**config.mk**
```make
export PLATFORM = sky130hd
export DESIGN_NAME = rr_crossbar
export DESIGN_NICKNAME = d
export VERILOG_FILES = /design/src/rtl/rr_crossbar.sv
export SDC_FILE = /design/constraint.sdc
export NUM_CORES = 1
export LEC_CHECK = 0
export CAP_MARGIN = 25
export CORE_AREA = 4 4 153 155
export CTS_CLUSTER_SIZE = 8
export DETAILED_ROUTE_END_ITERATION = 10
export DIE_AREA = 0 0 157 159
export PLACE_DENSITY = 0.62
export SETUP_SLACK_MARGIN = 0.15
export SYNTH_ARGS = -nofsm -noshare
export SYNTH_HDL_FRONTEND = slang
export SYNTH_SLANG_ARGS = --single-unit
```
**constraint.sdc**
```tcl
create_clock -name clk -period 2.3 [get_ports clk]
set_input_delay 0.345 -clock clk [delete_from_list [all_inputs] [get_ports clk]]
set_output_delay 0.345 -clock clk [all_outputs]
set_load 0.01 [all_outputs]
```
**src/rtl/rr_crossbar.sv**
```systemverilog
// rr_crossbar: N_MASTER x N_SLAVE request/ack crossbar with one arbiter FSM per slave.
//
// Build option: define RR_CROSSBAR_RR_EN for per-slave round-robin arbitration;
// left undefined, each slave uses fixed priority (lowest master index wins).
//
// Ports
//   clk, reset        single clock, synchronous active-high reset
//   m_req/m_cmd       per-master request (held until m_ack) and command (0 rd, 1 wr)
//   m_addr/m_wdata    flattened master address / write data, master i at [i*W +: W]
//   m_ack/m_rdata     per-master combinational ack, registered-select read data
//   s_req/s_cmd       per-slave request and command
//   s_addr/s_wdata    flattened slave address / write data (address forwarded unmodified)
//   s_ack/s_rdata     per-slave ack; read data valid the cycle after a read ack
module rr_crossbar #(
  parameter int N_MASTER = 2,
  parameter int N_SLAVE  = 2,
  parameter int ADDR_W   = 32,
  parameter int DATA_W   = 32
) (
  input  logic                         clk,
  input  logic                         reset,
  input  logic [N_MASTER-1:0]          m_req,
  input  logic [N_MASTER-1:0]          m_cmd,
  input  logic [N_MASTER*ADDR_W-1:0]   m_addr,
  input  logic [N_MASTER*DATA_W-1:0]   m_wdata,
  output logic [N_MASTER-1:0]          m_ack,
  output logic [N_MASTER*DATA_W-1:0]   m_rdata,
  output logic [N_SLAVE-1:0]           s_req,
  output logic [N_SLAVE-1:0]           s_cmd,
  output logic [N_SLAVE*ADDR_W-1:0]    s_addr,
  output logic [N_SLAVE*DATA_W-1:0]    s_wdata,
  input  logic [N_SLAVE-1:0]           s_ack,
  input  logic [N_SLAVE*DATA_W-1:0]    s_rdata
);

  localparam int MW = $clog2(N_MASTER);
  localparam int SW = $clog2(N_SLAVE);

  typedef enum logic {IDLE, LOCKED} state_e;

  state_e              state_q [N_SLAVE];
  state_e              state_d [N_SLAVE];
  logic [MW-1:0]       owner_q [N_SLAVE];
  logic [MW-1:0]       owner_d [N_SLAVE];
`ifdef RR_CROSSBAR_RR_EN
  logic [MW-1:0]       rr_ptr_q [N_SLAVE];
  logic [MW-1:0]       rr_ptr_d [N_SLAVE];
`endif
  logic [N_MASTER-1:0] rd_pend_q, rd_pend_d;
  logic [SW-1:0]       rd_src_q [N_MASTER];
  logic [SW-1:0]       rd_src_d [N_MASTER];

  logic [SW-1:0]       tgt     [N_MASTER];
  logic [N_MASTER-1:0] cand    [N_SLAVE];
  logic [N_SLAVE-1:0]  sel_vld;
  logic [MW-1:0]       sel_idx [N_SLAVE];
  logic [N_SLAVE-1:0]  gnt_vld;
  logic [MW-1:0]       gnt_idx [N_SLAVE];

  // Target slave is the top SW address bits.
  always_comb begin
    for (int unsigned i = 0; i < N_MASTER; i++) begin
      tgt[i] = m_addr[i*ADDR_W + ADDR_W - SW +: SW];
    end
  end

  // Arbitration among requesters of each slave (used only while IDLE).
  always_comb begin
`ifdef RR_CROSSBAR_RR_EN
    int unsigned idx;
    idx = 0;
`endif
    for (int unsigned j = 0; j < N_SLAVE; j++) begin
      sel_vld[j] = 1'b0;
      sel_idx[j] = '0;
      for (int unsigned i = 0; i < N_MASTER; i++) begin
        cand[j][i] = m_req[i] && (tgt[i] == SW'(j));
      end
      for (int unsigned k = 0; k < N_MASTER; k++) begin
`ifdef RR_CROSSBAR_RR_EN
        idx = (32'(rr_ptr_q[j]) + k) % N_MASTER;
        if (!sel_vld[j] && cand[j][idx]) begin
          sel_vld[j] = 1'b1;
          sel_idx[j] = MW'(idx);
        end
`else
        if (!sel_vld[j] && cand[j][k]) begin
          sel_vld[j] = 1'b1;
          sel_idx[j] = MW'(k);
        end
`endif
      end
    end
  end

  // Grant and slave-side muxing; a locked owner that drops m_req yields s_req=0.
  always_comb begin
    for (int unsigned j = 0; j < N_SLAVE; j++) begin
      if (state_q[j] == LOCKED) begin
        gnt_idx[j] = owner_q[j];
        gnt_vld[j] = m_req[owner_q[j]];
      end else begin
        gnt_idx[j] = sel_idx[j];
        gnt_vld[j] = sel_vld[j];
      end
      s_req[j] = gnt_vld[j];
      s_cmd[j] = gnt_vld[j] & m_cmd[gnt_idx[j]];
      s_addr[j*ADDR_W +: ADDR_W]  = gnt_vld[j] ? m_addr[32'(gnt_idx[j])*ADDR_W +: ADDR_W]  : '0;
      s_wdata[j*DATA_W +: DATA_W] = gnt_vld[j] ? m_wdata[32'(gnt_idx[j])*DATA_W +: DATA_W] : '0;
    end
  end

  // Master-side ack and read-pending capture; reset suppresses delivery.
  always_comb begin
    m_ack     = '0;
    rd_pend_d = '0;
    for (int unsigned i = 0; i < N_MASTER; i++) begin
      rd_src_d[i] = rd_src_q[i];
    end
    for (int unsigned j = 0; j < N_SLAVE; j++) begin
      if (gnt_vld[j] && s_ack[j] && !reset) begin
        m_ack[gnt_idx[j]] = 1'b1;
        if (!s_cmd[j]) begin
          rd_pend_d[gnt_idx[j]] = 1'b1;
          rd_src_d[gnt_idx[j]]  = SW'(j);
        end
      end
    end
  end

  always_comb begin
    for (int unsigned i = 0; i < N_MASTER; i++) begin
      m_rdata[i*DATA_W +: DATA_W] = rd_pend_q[i] ? s_rdata[32'(rd_src_q[i])*DATA_W +: DATA_W] : '0;
    end
  end

  // Per-slave next state.
  always_comb begin
    for (int unsigned j = 0; j < N_SLAVE; j++) begin
      state_d[j] = state_q[j];
      owner_d[j] = owner_q[j];
`ifdef RR_CROSSBAR_RR_EN
      rr_ptr_d[j] = rr_ptr_q[j];
`endif
      case (state_q[j])
        IDLE: begin
          if (sel_vld[j]) begin
            if (s_ack[j]) begin
`ifdef RR_CROSSBAR_RR_EN
              rr_ptr_d[j] = (sel_idx[j] == MW'(N_MASTER-1)) ? '0 : sel_idx[j] + 1'b1;
`endif
            end else begin
              state_d[j] = LOCKED;
              owner_d[j] = sel_idx[j];
            end
          end
        end
        LOCKED: begin
          if (s_ack[j]) begin
            state_d[j] = IDLE;
`ifdef RR_CROSSBAR_RR_EN
            rr_ptr_d[j] = (owner_q[j] == MW'(N_MASTER-1)) ? '0 : owner_q[j] + 1'b1;
`endif
          end
        end
        default: state_d[j] = IDLE;
      endcase
    end
  end

  always_ff @(posedge clk) begin
    if (reset) begin
      for (int unsigned j = 0; j < N_SLAVE; j++) begin
        state_q[j] <= IDLE;
        owner_q[j] <= '0;
`ifdef RR_CROSSBAR_RR_EN
        rr_ptr_q[j] <= '0;
`endif
      end
      rd_pend_q <= '0;
      for (int unsigned i = 0; i < N_MASTER; i++) begin
        rd_src_q[i] <= '0;
      end
    end else begin
      for (int unsigned j = 0; j < N_SLAVE; j++) begin
        state_q[j] <= state_d[j];
        owner_q[j] <= owner_d[j];
`ifdef RR_CROSSBAR_RR_EN
        rr_ptr_q[j] <= rr_ptr_d[j];
`endif
      end
      rd_pend_q <= rd_pend_d;
      for (int unsigned i = 0; i < N_MASTER; i++) begin
        rd_src_q[i] <= rd_src_d[i];
      end
    end
  end

endmodule

```
# Word level (Yosys, flattened, before mapping)
# Memories as Yosys holds them, arrays and structs flattened.
# Index checks and enable logic that the tools add are counted.
# W data, S select, Z words.
# word_totals
ff_bits	2
mem_bits_rw	6
input_bits	200
output_inout_bits	198
elab_cells	119
mem_count	3
# classes
n_lt_le_gt_ge	10
shift	6
mux	63
bitwise	19
n_reduce_logical	17
# mem_list
name	depth	word_bits	read_ports	rd_clocked_by_memory_dff	write_ports	line	source
owner_q	2	1	2	0	2	43	logic [MW-1:0] owner_q [N_SLAVE];
rd_src_q	2	1	2	0	2	50	logic [SW-1:0] rd_src_q [N_MASTER];
state_q	2	1	2	0	2	41	state_e state_q [N_SLAVE];
# op_table
cell	count
$shiftx A64 B7 Y32	6
$mux W32	6
$mux W1	41
$mux W2	10
$logic_and A1 B1 Y1	14
$lt A1 B2 Y1 const B	4
$or A1 B1 Y1	6
$or A2 B2 Y2	3
$demux W1 S1	4
$ge A2 B2 Y1 const B	2
$lt A2 B1 Y1 const B	2
$not A1 Y1	4
$not A1 Y2	2
$pmux W1 S2	2
$logic_not A1 Y1	3
$and A1 B1 Y1	2
$and A2 B2 Y2	1
$ge A1 B1 Y1 const B	2
$not A2 Y2	1

# Logic depth before layout (Yosys ltp)
# Gate-level depths: netlist of the first run.
# depth
depth_word	20
depth_mapped	7
ltp_nobuf	4

# Worst setup path before layout of the first run
# Ideal clock, no wire load.
# synth_timing
kind	input-to-output
from	input m_addr[63]
to	output s_addr[13]
arrival_time_ns	1.536
required_time_ns	1.955
setup_slack_ns	0.419
cell_stages	7
path_buffers	3
cell_sequence	buf_2 > nand2b_1 > o31ai_1 > buf_4 > buf_4 > nand2_1 > a21oi_1
# synth_between
elab_chain_cells	7
word_cells_on_any_way	9
classes_between	1 x shift; 5 x mux; 1 x bitwise; 2 x reduce/logical
# synth_lines
element	line	source
start: declaration	24	input logic [N_MASTER*ADDR_W-1:0] m_addr,
$not A1 Y1 *	77	cand[j][i] = m_req[i] && (tgt[i] == SW'(j));
$logic_and A1 B1 Y1 *	77	
$logic_and A1 B1 Y1 *	87	if (!sel_vld[j] && cand[j][k]) begin
$mux W1	87	
$mux W1	99	if (state_q[j] == LOCKED) begin
$shiftx A64 B7 Y32	108	s_addr[j*ADDR_W +: ADDR_W] = gnt_vld[j] ? m_addr[32'(gnt_idx[j])*ADDR_W +: ADDR_W] : '0;
$mux W32 *	108	
end: declaration	30	output logic [N_SLAVE*ADDR_W-1:0] s_addr,
# Every way passes the cells marked *; elsewhere a longest branch is shown, timed or not.

# Worst setup path in the final report of the first run
# layout_timing
from	input m_req[0]
to	output s_addr[18]
# layout_between
elab_chain_cells	8
word_cells_on_any_way	12
classes_between	1 x shift; 8 x mux; 3 x reduce/logical
# layout_lines
element	line	source
start: declaration	22	input logic [N_MASTER-1:0] m_req,
$logic_and A1 B1 Y1	77	
$mux W1	87	
$logic_not A1 Y1	87	
$logic_and A1 B1 Y1	87	
$mux W1	87	
$mux W1	99	
$shiftx A64 B7 Y32	108	
$mux W32 *	108	
# Every way passes the cells marked *; elsewhere a longest branch is shown, timed or not. The select of a mux whose other input is x is not followed.

==> results of run 1 <==
[cells by family (layout without fill, tap and decap cells)]
| family | Yosys count | in the layout | synth area share |
|---|---|---|---|
| AO/OA/AOI/OAI | 153 | 153 | 0.241 |
| flip-flops | 8 | 8 | 0.0469 |
| buffers and inverters | 63 | 557 | 0.0869 |
| multiplexers | 66 | 66 | 0.194 |
| AND/OR/NAND/NOR | 342 | 344 | 0.432 |
[how the worst min path moves through the flow]
stage,start,endpoint,slack [ns],cells past startpoint
6_report,m_addr[63],state_q[0][1],0.55,4
5_1_grt,m_addr[63],state_q[0][1],0.56,4
4_1_cts,m_req[0],owner_q[0][1],0.50,3
3_5_place_dp,owner_q[0][0],owner_q[0][0],0.56,2
3_3_place_gp,owner_q[0][0],owner_q[0][0],0.56,2
2_1_floorplan,s_ack[1],state_q[0][1],0.42,1
[critical path, stage by stage]
cell and delay, ns:
buf_8 0.10, nor2b_4 0.13, buf_6 0.11, o31ai_4 0.24
buf_6 0.14, buf_8 0.11, buf_12 0.11, buf_16 0.12
buf_6 0.10, nand2_4 0.04, a21oi_2 0.14, buf_2 0.14
[layer usage]
metal / track usage / up-vias / part of all wire
met2: 0.355 / 335 / 0.51
li1: - / 3106 / -
met3: 0.0383 / 50 / 0.091
met5: 0 / - / 0
met4: 0.0521 / 0 / 0.031
met1: 0.201 / 2996 / 0.37
[cell type report]
cell class,instances,area (µm²)
Clock buffer,3,75.1
Tap cell,280,350
Inverter,4,15.0
Timing Repair Buffer,550,5230
Multi-Input combinational cell,563,3540
Sequential cell,8,175
Fill cell,2245,12400
[state kept, by name, indices dropped and copies added, names as in the netlist]
signal	count
rd_pend_q	2
rd_src_q	2
owner_q	2
state_q	2
[synth_stat cells (all sizes together)]
cell and count:
a32o 1, nor2b 68, a21oi 135, a21boi 1
clkbuf 21, o41ai 1, nand3 1, buf 38
a32oi 2, nor2 3, nor3 2, a311oi 1
nand2 262, o21ai 1, o2111ai 1, a211oi 4
o31ai 2, inv 4, dfxtp 8, nand2b 5
o31a 1, or3 1, mux2i 66, o211ai 2
a31oi 1
[per-stage QoR]
step	area (µm²)	setup slack [ns]	instances
after CTS	8970	0.0773	1397
after global placement	8480	-0.698	1355
after detailed placement	8480	-0.709	1355
after global routing	9380	0.0481	1408
final	9380	0.121	1408
after floorplan	3410	0.419	632
[power by group]
group / internal [W] / switching (W)
logic: 0.00108 / 0.000913
registers: 0.000144 / 0.0000119
clock network: 0.000224 / 0.0000707
[layout by cell type, fill, tap and decap left out, types with 5 or more instances in the layout]
cell | synthesis | routed
clkbuf_2 | 0 | 9
buf_2 | 30 | 119
buf_16 | 0 | 8
buf_6 | 0 | 30
buf_8 | 0 | 5
buf_12 | 0 | 24
clkbuf_16 | 0 | 7
nand2_1 | 262 | 220
nand2_4 | 0 | 6
nand2_2 | 0 | 36
nor2b_1 | 68 | 65
a21oi_1 | 135 | 63
a21oi_2 | 0 | 70
clkdlybuf4s50_1 | 0 | 259
mux2i_1 | 66 | 64
buf_4 | 6 | 82
[timing repair]
item / in CTS / in global routing
pin swaps: 54 / 28
gates cloned: 13 / 4
endpoints found under the setup margin: 152 / 126
hold buffers: 0 / 0
buffers inserted: 26 / 7
gates resized for setup: 615 / 110
hold endpoints to repair: 0 / 0
==> results by group, run 1 <==
Drt
  – ANT nets after route: 0
  – Residual DRC: 0
  – Vias: approximately 6.5k
  – Vias per inst: 4.61
  – Initial DRT Pass Iterations: 4
  – Drt wl/cell: roughly 18 µm
  – DRT iter0 DRCs: 253
  – DRT Wirelength: around 26 mm

Global route
  – Maximum number of pins on one net before global-route repair: 33
  – GRT Overall Usage: 0.185
  – Grt ovf: 0
  – Vias in the first global route: ~6.6k
  – Initial antenna violation count: 0
  – Global-route wire length before repair: around 37 mm

Timing
  – WHS: ~0.55 ns
  – TNS Setup: 0 ns
  – Slew at the pin closest to its max-slew limit: between 0.2 and 0.3 ns
  – Tcrit/Tclk final: 0.948
  – RSZ-0062 raised after global routing: true
  – FMAX: roughly 460 MHz
  – Setup Viol. Count Final: 0
  – Final hold vios: 0
  – Skew final: 0.000611 ns
  – Slew Viols, Final: 0
  – Worst slew margin: 0.802
  – Tmin final: 2.18 ns

Clocking
  – Max Root-Sink Buffers: 2
  – Root Buffer: clkbuf_16
  – CTS buffer count: 3
  – Worst-Skew Late Latency: 0.23 ns
  – Clk sinks: 8
  – Clock-pin slew on the worst setup and hold paths: 0.04 ns
  – CTS tree: yes
  – CTS H-tree lvls: 1

Floorplanning
  – FP Rows: 54
  – Core Area: between 20000 and 25000 µm²
  – Die area: 25000 µm²
  – Die H: 159 µm
  – Initial Utilization: 0.156
  – Die width: between 150 and 200 µm
  – I/O pins: roughly 400

Yosys
  – Post-synthesis register bit count: 8
  – Yosys warns: 0
  – Yosys top cell by area: nand2_1
  – Post-synth cell types: 28
  – Gate Count Post-Synth: 632
  – Synth top area share: 0.288
  – Post-synthesis sequential area ratio: 0.0469
  – Synthesized Nets: 832
  – Main area contributors after synthesis: nand2_1, a21oi_1, mux2i_1, nor2b_1, dfxtp_1
  – Syn Area/Cell: approximately 5.4 µm²
  – Synthesized cell area: approximately 3400 µm²

Critical path
  – CP Capture Point: s_addr[18]
  – CP max FO: 5
  – Flop-to-flop setup slack: about 0.6 ns
  – Crit path launch: m_req[0]
  – Crit path launch type: primary input
  – Crit path DAT: 1.83 ns
  – Crit path required time: around 2.0 ns
  – RR Endpoint: rd_pend_q[1]
  – Register-to-Register Path Depth: 5
  – CP Capture Type: output port
  – Worst r2r src: state_q[0][0]
  – Setup CP Type: in -> out

Power
  – Leak pwr: 4.04 nW
  – Power per Cell Area: 260 nW/µm²
  – Worst ir drop on vdd: 0.226 mV
  – Tot Pwr: about 0.0024 W

Final layout
  – # diodes: 0
  – Util after Layout: 0.430
  – Share of layout cells above drive strength 1: 0.379
  – Nets: 1330
  – Area Overhead vs Synth: 175%

Placed design
  – Gpl congestion: 0.832
  – DP HPWL: about 18 mm
  – Port bufs: 397

Run status
  – Outcome: finished, final reports clean

Job
  – Maxcap violations: 0

Worst hold path
  – Min-Delay Path Class: in -> reg
Power figures use the tool's default switching activity.
==> run 2, diff against run 1 <==
--- a/config.mk
+++ b/config.mk
@@ -7,6 +7,7 @@
 export LEC_CHECK = 0
 export CAP_MARGIN = 25
 export CORE_AREA = 4 4 153 155
+export CTS_CLUSTER_DIAMETER = 80
 export CTS_CLUSTER_SIZE = 8
 export DETAILED_ROUTE_END_ITERATION = 10
 export DIE_AREA = 0 0 157 159
==> results of run 2 <==
Same layout as run 1: the final DEF is identical, and so are final timing and power.
